[src/rtl/cpu_program_loader.sv]
// rtl/cpu_program_loader.sv - byte-stream loader writing framed programs into CPU memory.
// Optional idle-gap abort inside a frame: define LOADER_TIMEOUT_EN.
module cpu_program_loader #(
    parameter int          ADDR_W         = 4,
    parameter logic [7:0]  SYNC_BYTE      = 8'hA5,
    parameter int          TIMEOUT_CYCLES = 255
) (
    input  logic              clk,
    input  logic              reset,
    input  logic              in_valid,
    input  logic [7:0]        in_data,
    output logic              in_ready,
    output logic              mem_we,
    output logic [ADDR_W-1:0] mem_addr,
    output logic [7:0]        mem_wdata,
    output logic              cpu_reset,
    output logic              busy,
    output logic              done,
    output logic              err
);
    localparam int DEPTH = 1 << ADDR_W;
    localparam int CNT_W = ADDR_W + 1;

    typedef enum logic [2:0] {
        S_IDLE, S_ADDR, S_LEN, S_DATA, S_CSUM, S_DONE, S_ERR
    } state_t;

    state_t              state_q, state_d;
    logic                in_ready_q, in_ready_d;
    logic                mem_we_q, mem_we_d;
    logic [ADDR_W-1:0]   mem_addr_q, mem_addr_d;
    logic [7:0]          mem_wdata_q, mem_wdata_d;
    logic                cpu_reset_q, cpu_reset_d;
    logic                busy_q, busy_d;
    logic                done_q, done_d;
    logic                err_q, err_d;
    logic [7:0]          sum_q, sum_d;
    logic [ADDR_W-1:0]   ptr_q, ptr_d;
    logic [CNT_W-1:0]    cnt_q, cnt_d;
    logic                accept;
`ifdef LOADER_TIMEOUT_EN
    localparam int GAP_W = $clog2(TIMEOUT_CYCLES + 1);
    logic [GAP_W-1:0]    gap_q, gap_d;
`endif

    assign accept = in_valid && in_ready_q;

    always_comb begin
        state_d     = state_q;
        in_ready_d  = 1'b1;
        mem_we_d    = 1'b0;
        mem_addr_d  = mem_addr_q;
        mem_wdata_d = mem_wdata_q;
        cpu_reset_d = cpu_reset_q;
        done_d      = done_q;
        err_d       = err_q;
        sum_d       = sum_q;
        ptr_d       = ptr_q;
        cnt_d       = cnt_q;
`ifdef LOADER_TIMEOUT_EN
        gap_d       = '0;
`endif
        case (state_q)
            S_IDLE, S_DONE, S_ERR: begin
                if (accept && in_data == SYNC_BYTE) begin
                    state_d     = S_ADDR;
                    sum_d       = 8'h00;
                    done_d      = 1'b0;
                    err_d       = 1'b0;
                    cpu_reset_d = 1'b1;
                end
            end
            S_ADDR: begin
                if (accept) begin
                    if ((in_data >> ADDR_W) != '0) begin
                        state_d = S_ERR;
                        err_d   = 1'b1;
                    end else begin
                        ptr_d   = ADDR_W'(in_data);
                        sum_d   = sum_q + in_data;
                        state_d = S_LEN;
                    end
                end
            end
            S_LEN: begin
                if (accept) begin
                    if (in_data == 8'h00 || int'(in_data) > DEPTH) begin
                        state_d = S_ERR;
                        err_d   = 1'b1;
                    end else begin
                        cnt_d   = CNT_W'(in_data);
                        sum_d   = sum_q + in_data;
                        state_d = S_DATA;
                    end
                end
            end
            S_DATA: begin
                if (accept) begin
                    mem_we_d    = 1'b1;
                    mem_addr_d  = ptr_q;
                    mem_wdata_d = in_data;
                    ptr_d       = ptr_q + 1'b1;
                    sum_d       = sum_q + in_data;
                    cnt_d       = cnt_q - 1'b1;
                    if (cnt_q == CNT_W'(1)) state_d = S_CSUM;
                end
            end
            S_CSUM: begin
                if (accept) begin
                    if (8'(sum_q + in_data) == 8'h00) begin
                        state_d     = S_DONE;
                        done_d      = 1'b1;
                        cpu_reset_d = 1'b0;
                    end else begin
                        state_d = S_ERR;
                        err_d   = 1'b1;
                    end
                end
            end
            default: state_d = S_IDLE;
        endcase
`ifdef LOADER_TIMEOUT_EN
        // Gap is measured only while a frame is open; any accepted byte restarts it.
        if (busy_q && !accept && !in_valid) begin
            if (gap_q == GAP_W'(TIMEOUT_CYCLES - 1)) begin
                state_d     = S_ERR;
                err_d       = 1'b1;
                cpu_reset_d = 1'b1;
            end else begin
                gap_d = gap_q + 1'b1;
            end
        end
`endif
        busy_d = (state_d == S_ADDR) || (state_d == S_LEN) ||
                 (state_d == S_DATA) || (state_d == S_CSUM);
    end

    always_ff @(posedge clk) begin
        if (reset) begin
            state_q     <= S_IDLE;
            in_ready_q  <= 1'b0;
            mem_we_q    <= 1'b0;
            mem_addr_q  <= '0;
            mem_wdata_q <= 8'h00;
            cpu_reset_q <= 1'b1;
            busy_q      <= 1'b0;
            done_q      <= 1'b0;
            err_q       <= 1'b0;
            sum_q       <= 8'h00;
            ptr_q       <= '0;
            cnt_q       <= '0;
`ifdef LOADER_TIMEOUT_EN
            gap_q       <= '0;
`endif
        end else begin
            state_q     <= state_d;
            in_ready_q  <= in_ready_d;
            mem_we_q    <= mem_we_d;
            mem_addr_q  <= mem_addr_d;
            mem_wdata_q <= mem_wdata_d;
            cpu_reset_q <= cpu_reset_d;
            busy_q      <= busy_d;
            done_q      <= done_d;
            err_q       <= err_d;
            sum_q       <= sum_d;
            ptr_q       <= ptr_d;
            cnt_q       <= cnt_d;
`ifdef LOADER_TIMEOUT_EN
            gap_q       <= gap_d;
`endif
        end
    end

    assign in_ready  = in_ready_q;
    assign mem_we    = mem_we_q;
    assign mem_addr  = mem_addr_q;
    assign mem_wdata = mem_wdata_q;
    assign cpu_reset = cpu_reset_q;
    assign busy      = busy_q;
    assign done      = done_q;
    assign err       = err_q;
endmodule
[config.mk]
export PLATFORM = sky130hd
export DESIGN_NAME = cpu_program_loader
export DESIGN_NICKNAME = d
export VERILOG_FILES = /design/src/rtl/cpu_program_loader.sv
export SDC_FILE = /design/constraint.sdc
export NUM_CORES = 1
export LEC_CHECK = 0
export ABC_AREA = 1
export BUFFER_PORTS_ARGS = -buffer_cell sky130_fd_sc_hd__clkbuf_2
export CAP_MARGIN = 20
export CORE_ASPECT_RATIO = 0.7
export CORE_MARGIN = 2
export CORE_UTILIZATION = 60
export CTS_CLUSTER_DIAMETER = 120
export DETAILED_ROUTE_END_ITERATION = 7
export HOLD_SLACK_MARGIN = 0.12
export PLACE_DENSITY_LB_ADDON = 0.1
export SETUP_SLACK_MARGIN = 0.1
export SYNTH_ARGS = -nofsm -noshare
export SYNTH_HDL_FRONTEND = slang
export SYNTH_SLANG_ARGS = --single-unit
[constraint.sdc]
create_clock -name clk -period 4.85 [get_ports clk]
set_input_delay 0.2425 -clock clk [delete_from_list [all_inputs] [get_ports clk]]
set_output_delay 0.2425 -clock clk [all_outputs]
set_load 0.03 [all_outputs]
## Word-level counts from Yosys, hierarchy flattened

Cells that the tools add are included.

| storage, ports and cells | value |
|---|---|
| register bits after elaboration | 38 |
| latch bits | 0 |
| RAM bits | 0 |
| ROM bits | 0 |
| bits of input ports | 11 |
| output and inout port bits | 18 |
| logic and storage cells | 105 |
| memories kept | 0 |

| operators by class | value |
|---|---|
| $add $sub $neg | 3 |
| $mul | 0 |
| div/mod/pow operators | 0 |
| magnitude comparators | 1 |
| equality and inequality tests | 23 |
| shift-type cells | 0 |
| mux-type cells | 42 |
| bitwise gates (word level) | 1 |
| reduce and logical (&&, ||, !) cells | 23 |

Operator list:

| cell | number |
|---|---|
| $mux 8 | 6 |
| $pmux 8 s4 | 1 |
| $mux 3 | 8 |
| $ne 2x2->1 const B | 11 |
| $logic_not 8->1 | 2 |
| $mux 5 | 3 |
| $pmux 3 s5 | 1 |
| $mux 1 | 14 |
| $eq 3x2->1 const B | 4 |
| $eq 3x3->1 const B | 4 |
| $mux 4 | 3 |
| $reduce_and 4->1 | 3 |
| $pmux 5 s2 | 1 |
| $add 8x8->8 | 1 |
| $eq 8x8->1 const B | 1 |
| $gt 8x5->1 const B | 1 |
| $pmux 4 s2 | 1 |
| $reduce_and 8->1 | 1 |
| $reduce_bool 4->1 | 2 |
| $reduce_bool 8->1 | 1 |
| $reduce_and 7->1 | 1 |
| $eq 3x1->1 const B | 2 |
| $reduce_bool 2->1 | 3 |
| $eq 5x1->1 const B | 1 |
| other kinds (12) | 17 |

## Longest topological paths before layout

| depth | value |
|---|---|
| depth in word-level cells | 9 |
| gate-level depth with buffers | 15 |

## Least setup slack after synthesis

Ideal clock, no wire load.

| timing path | value |
|---|---|
| path kind | register to register |
| start point | register sum_q[0] |
| end point | register busy_q (netlist: busy) |
| library setup time | 0.115 ns |
| arrival | 1.937 ns |
| data required time | 4.735 ns |
| slack | 2.798 ns |
| cell stages (with the launch flop) | 12 |
| path buffers | 0 |
| cells stage by stage | dfxtp_1 ha_1 fa_1 or2_2 nor2_1 nand3_1 nor2_1 nand2_1 a21oi_2 nand3_1 nand2_1 nor2_1 |

| on the way | value |
|---|---|
| cells in the longest elaborated chain, start to end | 9 |
| elaborated cells on any way between the ends | 12 |

Ends and longest elaborated chain:

| element | RTL line | source |
|---|---|---|
| start: declaration | 37 | `logic [7:0] sum_q, sum_d;` |
| start signal: assignment | 165 | `sum_q <= sum_d;` |
| $add 8x8->8 * | 110 | `if (8'(sum_q + in_data) == 8'h00) begin` |
| $logic_not 8->1 * | 110 |  |
| $mux 2 * | 110 |  |
| $mux 3 * | 109 | `if (accept) begin` |
| $pmux 3 s5 * | 63 | `case (state_q)` |
| $eq 3x1->1 / $eq 3x2->1 (equally long branches) | 134 | `busy_d = (state_d == S_ADDR) \|\| (state_d == S_LEN) \|\|` |
| $logic_or 1x1->1 (2 in series) | 134 |  |
| $logic_or 1x1->1 * | 135 | `(state_d == S_DATA) \|\| (state_d == S_CSUM);` |
| end signal: assignment | 162 | `busy_q <= busy_d;` |
| end: declaration | 34 | `logic busy_q, busy_d;` |

Every way passes the cells marked *; elsewhere a longest branch is shown, timed or not.
A chain may end at the register's enable or synchronous reset.

## Worst setup path after layout

Ends and elaborated chain as after synthesis.

==> results.toml <==
[pwr]
powerDensity_nw_per_um2 = 452
comb_power_share_pct = 40.7
power_frac_clock_pct = 28.1
peakVddDrop_v = 0.000365
switching_share_pct = 40.8
p_sw_w = 0.000477
leakage_nw = 1.21
sequentialPowerShare_pct = 31.2
p_int_w = 0.000692

[cells_and_area]
area_growth_pct = 13.9
final-seq-area_um2 = 761
antenna_cells = 0
fill_cells = 312
nNetsFinal = 380
drive_gt1_share_pct = 18.4
multi_input_area_um2 = 1320
fin_util_pct = 72.3

[critical_path]
cp_data_required_time_ps = 5040
r2r_slack_ps = 2620
cp-endpoint = "busy"
reg2reg_to = "busy"
crit_fanout = 3
start_kind = "flip-flop"
critical_path_class = "reg2reg"
crit_start = "sum_q[0]"
r2r_cells = 11
end_kind = "flip-flop"
arrival_ps = 2420
r2r-start = "sum_q[0]"

[synth]
netlist_area_um2 = 2270
avgSynthCellArea_um2 = 6.97
yosysWarnings = 0
syn_inst = 326
seq_area_frac_synth_pct = 33.5
ys_seq_elements = 38
syn_nets = 349
synth_cell_types = 33

[die]
core-area_um2 = 3580
start_util_pct = 63.4
die_area_um2 = 4300
die_w_um = 77.5
fp.dieH_um = 55.5
ioPinCount = 29
num_rows = 18

[hold_path]
hp-class = "in2reg"

[sta]
worst_pin_slew_ps = 630
finalSetupTns_ps = 0
skew_ps = 4.70
final_max_slew_viol_count = 0
fmax_mhz = 449
post-route-min-period_ps = 2230
hold_viol = 0
setup_ws_ps = 2620
setup_viol_count_final = 0
rsz0062_at_grt = "false"
slew_headroom_pct = 58.0
period_share_pct = 45.9

[clock_tree]
cts_hold_repair.buffers = 0
cts_buffers = 5
root_buffer = "clkbuf_8"
cts_tree = "done"
cts.htree.levels = 2
clkTransAtPathRegs_ps = 80
clock_latency_ps = 300
post_cts_buffers = 0
cts_max_path_buffers = 2
ctsResizeCount = 0
numClockSinks = 38

[drt]
wl_met3_um = 559
drt_first_pass_iters = 5
viasPerCell = 5.54
drt_iter0_drc = 209
routed_wl_mm = 5.72
vias = 2261
wl_met2_mm = 2.26
met1_length_mm = 2.82
routedWlPerCell_um = 14.0
drcViolationCount = 0
top_layer = "met4"
ant_nets = 0

[place]
post-dp-hpwl_mm = 4.22
gp_congestion = 1.04
place_ws_ps = 2560
portBuffers = 28

[global_routing]
grt_max_degree = 26
grt_usage_pct = 27.4
first_global_vias = 1950
grt_overflow = 0
antenna_found_initial = 0
grt_pass1_wl_mm = 9.32

[run_status]
status = "finished clean"

[run]
maxCapViolCount = 0
## registers in the layout, summed over array words and instances (netlist names), 3 cells and up
| register | flops |
|---|---|
| sum_q | 8 |
| mem_addr | 4 |
| mem_wdata | 8 |
| ptr_q | 4 |
| cnt_q | 5 |
| state_q | 3 |
## cell families after synthesis
kind of cell	Yosys count	share of synthesized area, %
flops	38	33.5
simple gates	155	31.7
compound gates	70	17.2
xor+xnor	5	1.93
fa+ha+maj	12	7.27
buf+inv	46	8.43
## cell type report
type | instances | area share, %
clock buffer | 5 | 2.66
clock inverter | 3 | 2.66
inverter | 42 | 6.48
multi-input combinational | 242 | 51.0
sequential | 38 | 29.4
tap | 50 | 2.42
timing repair buffer | 28 | 5.42
## worst min-delay path by stage
stage	startpoint	endpoint	slack, ps	cells after the start
6_report	in_data[2]	mem_wdata[2]	250	3
5_1_grt	in_data[2]	mem_wdata[2]	270	3
3_5_place_dp	cpu_reset	cpu_reset	450	2
2_1_floorplan	reset	done	310	1
4_1_cts	in_data[7]	mem_wdata[7]	240	3
3_3_place_gp	cpu_reset	cpu_reset	450	2
## critical path, cell delays in order, from the launching register on
cell and delay [ps]:
dfxtp_1 320, ha_1 220, fa_1 470, or2_2 310
nor2_1 100, nand3_1 80, nor2_1 170, nand2_1 90
a21oi_2 170, nand3_1 90, nand2_1 70, nor2_1 40
## synthesized netlist by cell type, drive strengths merged
cell type | n | area [um2]
a31oi | 6 | 37.5
ha | 10 | 125
nand2 | 70 | 300
o22ai | 1 | 12.5
o21ai | 34 | 178
clkbuf | 2 | 7.51
nor2 | 40 | 160
or2 | 1 | 6.26
xor2 | 3 | 26.3
a21oi | 28 | 155
inv | 41 | 159
dfxtp | 38 | 761
clkinv | 1 | 8.76
fa | 2 | 40.0
nand3 | 33 | 170
o211ai | 1 | 7.51
nand4 | 5 | 31.3
xnor2 | 2 | 17.5
nor3 | 6 | 51.3
buf | 2 | 16.3
## routing by layer
| metal | vias to the layer above | track usage [%] |
|---|---|---|
| li1 | 1142 | - |
| met2 | 99 | 38.0 |
| met1 | 1011 | 40.6 |
| met5 | - | 0 |
| met4 | 0 | 7.40 |
| met3 | 9 | 8.82 |
## power by group through the flow
stage	registers (W)	logic [W]	clock network, W
after global placement	0.000371	0.000454	0
after floorplan	0.000377	0.000354	0
final	0.000364	0.000476	0.000329
after detailed placement	0.000371	0.000459	0
after CTS	0.000364	0.000467	0.000328
after global routing	0.000367	0.000527	0.000340
## cells in the final DEF, fill, tap and decap left out, types with 2 or more instances in the layout
cell / n
a21oi_1: 24
a21oi_2: 4
a31oi_1: 6
bufinv_16: 2
clkbuf_2: 28
clkbuf_8: 5
clkinv_4: 2
dfxtp_1: 38
fa_1: 2
ha_1: 10
inv_1: 33
inv_2: 7
nand2_1: 63
nand2_2: 3
nand2_4: 4
nand3_1: 32
nand4_1: 5
nor2_1: 38
nor3_1: 3
nor3_2: 2
o21ai_0: 27
o21ai_1: 5
o21ai_2: 2
xnor2_1: 2
xor2_1: 3
## stage by stage
step	std cells	power, W	hold WS [ps]	instance area, um2
after CTS	408	0.00116	244	2590
after floorplan	326	0.000731	312	2270
after global routing	408	0.00123	272	2590
after detailed placement	400	0.000830	449	2450
after global placement	400	0.000825	448	2450
final	408	0.00117	248	2590
Power figures use the tool's default switching activity.
